--- config.mk ---
export PLATFORM = sky130hd
export DESIGN_NAME = hilo_muldiv_unit
export DESIGN_NICKNAME = d
export VERILOG_FILES = /design/src/rtl/hilo_muldiv_unit.sv
export SDC_FILE = /design/constraint.sdc
export NUM_CORES = 2
export LEC_CHECK = 0
export ABC_CLOCK_PERIOD_IN_PS = 10500
export CAP_MARGIN = 20
export CORE_ASPECT_RATIO = 0.5
export CORE_MARGIN = 5
export CORE_UTILIZATION = 35
export DETAILED_ROUTE_END_ITERATION = 6
export PLACE_DENSITY = 0.56
export SLEW_MARGIN = 20
export SYNTH_ARGS = -nofsm -noshare
export SYNTH_HDL_FRONTEND = slang
export SYNTH_SLANG_ARGS = --single-unit
--- constraint.sdc ---
create_clock -name clk -period 10.5 [get_ports clk]
set_clock_uncertainty 0.05 [all_clocks]
set_input_delay 2.625 -clock clk [delete_from_list [all_inputs] [get_ports clk]]
set_output_delay 2.625 -clock clk [all_outputs]
set_load 0.01 [all_outputs]
--- src/rtl/hilo_muldiv_unit.sv ---
// HI/LO multiply-divide unit: single-cycle-issue multiplier with fixed latency,
// iterative restoring divider, and MTHI/MTLO moves, committed by handshake.
module hilo_muldiv_unit #(
  parameter int DATA_W  = 32,
  parameter int MUL_LAT = 2
) (
  input  logic              clk,
  input  logic              reset,
  input  logic              in_valid,
  output logic              in_ready,
  input  logic [2:0]        op,
  input  logic [DATA_W-1:0] src1,
  input  logic [DATA_W-1:0] src2,
  input  logic              cancel,
  output logic              out_valid,
  input  logic              out_ready,
  output logic [DATA_W-1:0] res_hi,
  output logic [DATA_W-1:0] res_lo,
  output logic [DATA_W-1:0] hi,
  output logic [DATA_W-1:0] lo
);

  localparam logic [1:0] IDLE = 2'd0;
  localparam logic [1:0] MUL  = 2'd1;
  localparam logic [1:0] DIV  = 2'd2;
  localparam logic [1:0] DONE = 2'd3;

  localparam logic [2:0] OP_MULT  = 3'd0;
  localparam logic [2:0] OP_MULTU = 3'd1;
  localparam logic [2:0] OP_DIV   = 3'd2;
  localparam logic [2:0] OP_DIVU  = 3'd3;
  localparam logic [2:0] OP_MTHI  = 3'd4;
  localparam logic [2:0] OP_MTLO  = 3'd5;

  localparam int CNT_W = $clog2(DATA_W + 1);

  logic [1:0]          state;
  logic [2:0]          op_q;
  logic [CNT_W-1:0]    cnt;
  logic [DATA_W-1:0]   a_q;
  logic [DATA_W-1:0]   b_q;
  logic [DATA_W-1:0]   dvs_q;
  logic [DATA_W-1:0]   rem_q;
  logic [DATA_W-1:0]   quo_q;

  logic                accept;
  logic                commit;
  logic [2*DATA_W-1:0] prod;
  logic [DATA_W-1:0]   mag_a;
  logic [DATA_W-1:0]   mag_b;
  logic [2*DATA_W-1:0] first_step;
  logic [2*DATA_W-1:0] next_step;
  logic [DATA_W-1:0]   fix_hi;
  logic [DATA_W-1:0]   fix_lo;

  function automatic logic [2*DATA_W-1:0] mul_full(input logic [DATA_W-1:0] x,
                                                   input logic [DATA_W-1:0] y,
                                                   input logic              sgn);
    logic signed [2*DATA_W-1:0] xs;
    logic signed [2*DATA_W-1:0] ys;
    xs = sgn ? {{DATA_W{x[DATA_W-1]}}, x} : {{DATA_W{1'b0}}, x};
    ys = sgn ? {{DATA_W{y[DATA_W-1]}}, y} : {{DATA_W{1'b0}}, y};
    return xs * ys;
  endfunction

  function automatic logic [DATA_W-1:0] mag(input logic [DATA_W-1:0] x, input logic sgn);
    return (sgn && x[DATA_W-1]) ? (~x + DATA_W'(1)) : x;
  endfunction

  function automatic logic [DATA_W-1:0] apply_sign(input logic [DATA_W-1:0] x, input logic neg);
    return neg ? (~x + DATA_W'(1)) : x;
  endfunction

  // One restoring step: dividend bits shift out of quo's MSB while quotient bits enter at its LSB.
  function automatic logic [2*DATA_W-1:0] div_step(input logic [DATA_W-1:0] rem,
                                                   input logic [DATA_W-1:0] quo,
                                                   input logic [DATA_W-1:0] dvs);
    logic [DATA_W:0] trial;
    trial = {rem, quo[DATA_W-1]};
    if (trial >= {1'b0, dvs}) begin
      trial = trial - {1'b0, dvs};
      return {trial[DATA_W-1:0], quo[DATA_W-2:0], 1'b1};
    end
    return {trial[DATA_W-1:0], quo[DATA_W-2:0], 1'b0};
  endfunction

  assign in_ready  = (state == IDLE) && !cancel;
  assign accept    = in_valid && in_ready;
  assign out_valid = (state == DONE);
  assign commit    = out_valid && out_ready && !cancel;

  // Shared multiplier: fed straight from the ports only when MUL_LAT is 1.
  assign prod = (state == IDLE) ? mul_full(src1, src2, op == OP_MULT)
                                : mul_full(a_q, b_q, op_q == OP_MULT);

  assign mag_a      = mag(src1, op == OP_DIV);
  assign mag_b      = mag(src2, op == OP_DIV);
  assign first_step = div_step('0, mag_a, mag_b);
  assign next_step  = div_step(rem_q, quo_q, dvs_q);

  // Divide by zero reports all-ones quotient and the raw dividend as remainder.
  assign fix_lo = (b_q == '0) ? '1
                : apply_sign(quo_q, (op_q == OP_DIV) && (a_q[DATA_W-1] ^ b_q[DATA_W-1]));
  assign fix_hi = (b_q == '0) ? a_q
                : apply_sign(rem_q, (op_q == OP_DIV) && a_q[DATA_W-1]);

  always_ff @(posedge clk or posedge reset) begin
    if (reset) begin
      state  <= IDLE;
      op_q   <= '0;
      cnt    <= '0;
      a_q    <= '0;
      b_q    <= '0;
      dvs_q  <= '0;
      rem_q  <= '0;
      quo_q  <= '0;
      res_hi <= '0;
      res_lo <= '0;
      hi     <= '0;
      lo     <= '0;
    end else begin
      case (state)
        IDLE: begin
          if (accept) begin
            op_q <= op;
            a_q  <= src1;
            b_q  <= src2;
            case (op)
              OP_MULT, OP_MULTU: begin
                if (MUL_LAT <= 1) begin
                  res_hi <= prod[2*DATA_W-1:DATA_W];
                  res_lo <= prod[DATA_W-1:0];
                  state  <= DONE;
                end else begin
                  cnt   <= CNT_W'(MUL_LAT - 1);
                  state <= MUL;
                end
              end
              OP_DIV, OP_DIVU: begin
                dvs_q          <= mag_b;
                {rem_q, quo_q} <= first_step;
                cnt            <= CNT_W'(DATA_W - 1);
                state          <= DIV;
              end
              OP_MTHI: begin
                res_hi <= src1;
                state  <= DONE;
              end
              OP_MTLO: begin
                res_lo <= src1;
                state  <= DONE;
              end
              default: ;
            endcase
          end
        end
        MUL: begin
          if (cancel) begin
            state <= IDLE;
          end else if (cnt <= CNT_W'(1)) begin
            res_hi <= prod[2*DATA_W-1:DATA_W];
            res_lo <= prod[DATA_W-1:0];
            state  <= DONE;
          end else begin
            cnt <= cnt - CNT_W'(1);
          end
        end
        DIV: begin
          if (cancel) begin
            state <= IDLE;
          end else if (cnt != '0) begin
            {rem_q, quo_q} <= next_step;
            cnt            <= cnt - CNT_W'(1);
          end else begin
            res_hi <= fix_hi;
            res_lo <= fix_lo;
            state  <= DONE;
          end
        end
        DONE: begin
          if (cancel) begin
            state <= IDLE;
          end else if (commit) begin
            if (op_q != OP_MTLO) hi <= res_hi;
            if (op_q != OP_MTHI) lo <= res_lo;
            state <= IDLE;
          end
        end
        default: state <= IDLE;
      endcase
    end
  end

endmodule

==> results.cfg <==
[yosys]
synth_common_cells = inv_1, fa_1, nand2_1, and2_1, ha_1
synth_most_common_cell = inv_1
synth_edf_count = 0
yosysSeqAreaShare_pct = 11.2
synth.distinct_cells = 90
syn_area_um2 = 66700
synth_fp_nets = 9117
ys.flop_type = dfrtp_1
synth_area_leaders = fa_1, dfrtp_1, inv_1
yosysWarnings = 0
synthArstFlopShare_pct = 100
avgSynthCellArea_um2 = 9.23
synth_top_area_share_pct = 42.7
synth_seq_cells = 299
syn_inst = 7228
yosys.area.top_type = fa_1

[drt]
drc = 1
ant_nets = 0
vias = 49673
drt-pass1-iter-count = 7
drtIter0Drc = 3884
wl_um = 212000
routed_via_density = 5.09
wl_per_cell_um = 21.7

[cells_and_area]
final_area_um2 = 72600
regArea_um2 = 7500
area_growth_pct = 8.90
nFillCells = 19195
multi_input_area_um2 = 51900
drive_gt1_share_pct = 5.76
fin_nets = 9090

[sta]
grt_setup_unrepaired = false
finalSetupViolations = 0
final.min_clock_period_ps = 10150
fmax_ghz = 0.0985
worst_pin_slew_ps = 1220
hold_violations = 0
hold_ws_ps = 432
fin_crit_sh_pct = 96.6
tns_ps = 0
worst_slack_ps = 353
slew_violations = 0
max_slew_margin_pct = 18.8

[critical_path]
max_stage_delay_ps = 680
cpMostUsedCell = fa_1
reg2reg_from = op_q[0]
slowest_stage = o311ai_1
r2r-end = res_hi[25]
crit_required_ps = 10940
startpoint = op_q[0]
crit_type = flip-flop to flip-flop
critPathBufInv = 6
r2r_cells = 29
worstSetupPathDepth = 29
r2r_setup_slack_ps = 350
start_kind = flip-flop
critPathCaptureType = flip-flop
crit_fanout = 31
arrival_ps = 10590
endpoint = res_hi[25]
crit_family = adder cells

[global_route]
grt_pass1_wl_um = 332000
grt.overflow.total = 0
grt_max_degree = 110
track_usage_pct = 21.6
grt_pass1_vias = 52812
antenna_found_initial = 11

[clock_tree]
root_buffer = clkbuf_16
postCtsSetupRepairBufs = 0
htree_levels = 1
insertion_delay_ps = 640
tritoncts = built
path_clk_slew_ps = 70
clk_path_buf_depth = 3
cts_made_buffers = 29
cts.sinks = 299

[floorplanning]
die_w_um = 627
coreArea_um2 = 190000
rows = 113
initial_utilization_pct = 35.2
dieArea_um2 = 200000
io_pins = 202
die_h_um = 319

[placement]
gp_congestion = 0.932
pre_cts_slack_ps = 400
portBuffers = 201
dp_hpwl_um = 177000
dpl_cell_area_um2 = 71600

[status]
violations = design-rule violations
status = complete, but fails checks

[min_path]
worst_hold_path.num_cells = 2
hold_path_class = flip-flop to flip-flop

[job]
cap_violations = 0
==> cells by family (layout without fill, tap and decap cells) <==
group | after synthesis | in the layout | share of synthesized area [%]
adders and majority gates | 1821 | 1821 | 50.1
AOI/OAI and AO/OA | 808 | 808 | 7.60
and+or+nand+nor | 1925 | 1925 | 14.1
DFF | 299 | 299 | 11.2
other | 0 | 8 | 0
muxes | 145 | 145 | 2.42
xor gates and xnor gates | 256 | 256 | 3.36
buffers and inverters | 1974 | 1970 | 11.2
==> state kept, by name, summed over array words and instances, names as in the netlist <==
register  count
a_q          32
b_q          32
dvs_q        32
hi           32
lo           32
quo_q        32
rem_q        32
res_hi       32
res_lo       32
cnt           6
op_q          3
state         2
==> area by class of cell <==
type                       count  share of cell area [%]
antenna                        8                  0.0276
timing repair buffer         354                    4.50
sequential                   299                    10.3
multi-input combinational   4955                    71.4
clock inverter                 9                   0.129
tap                         2530                    4.36
clock buffer                  45                    1.18
inverter                    1562                    8.08
==> cells in the final DEF (no fill, tap or decap), drive strengths merged, types with 153 or more instances in the layout <==
cell type	netlist	routed
inv	1561	1560
fa	1422	1422
nand2	862	862
and2	494	494
ha	395	395
dfrtp	299	299
nor2	247	247
o21ai	237	237
a21oi	231	231
clkdlybuf4s50	0	201
xnor2	163	163
buf	31	153
==> worst reg2reg max path, delay by kind of cell, from the launching register on <==
kind,cells,cell delay [ps]
AO/OA/AOI/OAI,6,1940
AND/OR/NAND/NOR,5,1200
adder cells (fa/ha/maj),11,5390
flip-flops,1,500
buffers and inverters,6,770
XOR/XNOR,1,160
==> layer usage <==
layer	global-route usage (%)	vias up	part of all wire (%)
met5	0	-	0
met4	4.70	0	2.5
met3	2.83	233	6.5
met2	35.7	1535	48
met1	30.2	26012	43
li1	-	21893	-
==> metrics by stage <==
step,std cells,util [%]
finish,9762,38.3
global route,9758,38.3
CTS,9753,38.3
detailed placement,9699,37.8
global placement,9699,37.8
floorplan,7228,-
==> timing repair <==
action,4_1_cts,5_1_grt
hold buffers,0,0
resized for setup,0,6
endpoints found under the hold margin,0,0
setup endpoints to repair,0,9
==> worst min path at each step <==
| stage | startpoint | endpoint | slack [ps] |
|---|---|---|---|
| floorplan | dvs_q[10] | dvs_q[10] | 400 |
| detailed placement | dvs_q[13] | dvs_q[13] | 420 |
| global placement | dvs_q[18] | dvs_q[18] | 410 |
| global route | dvs_q[18] | dvs_q[18] | 460 |
| finish | dvs_q[18] | dvs_q[18] | 430 |
| CTS | dvs_q[18] | dvs_q[18] | 440 |
Power is not shown: default switching activity piles up to over one toggle a cycle in this logic, so the estimate is an artifact.
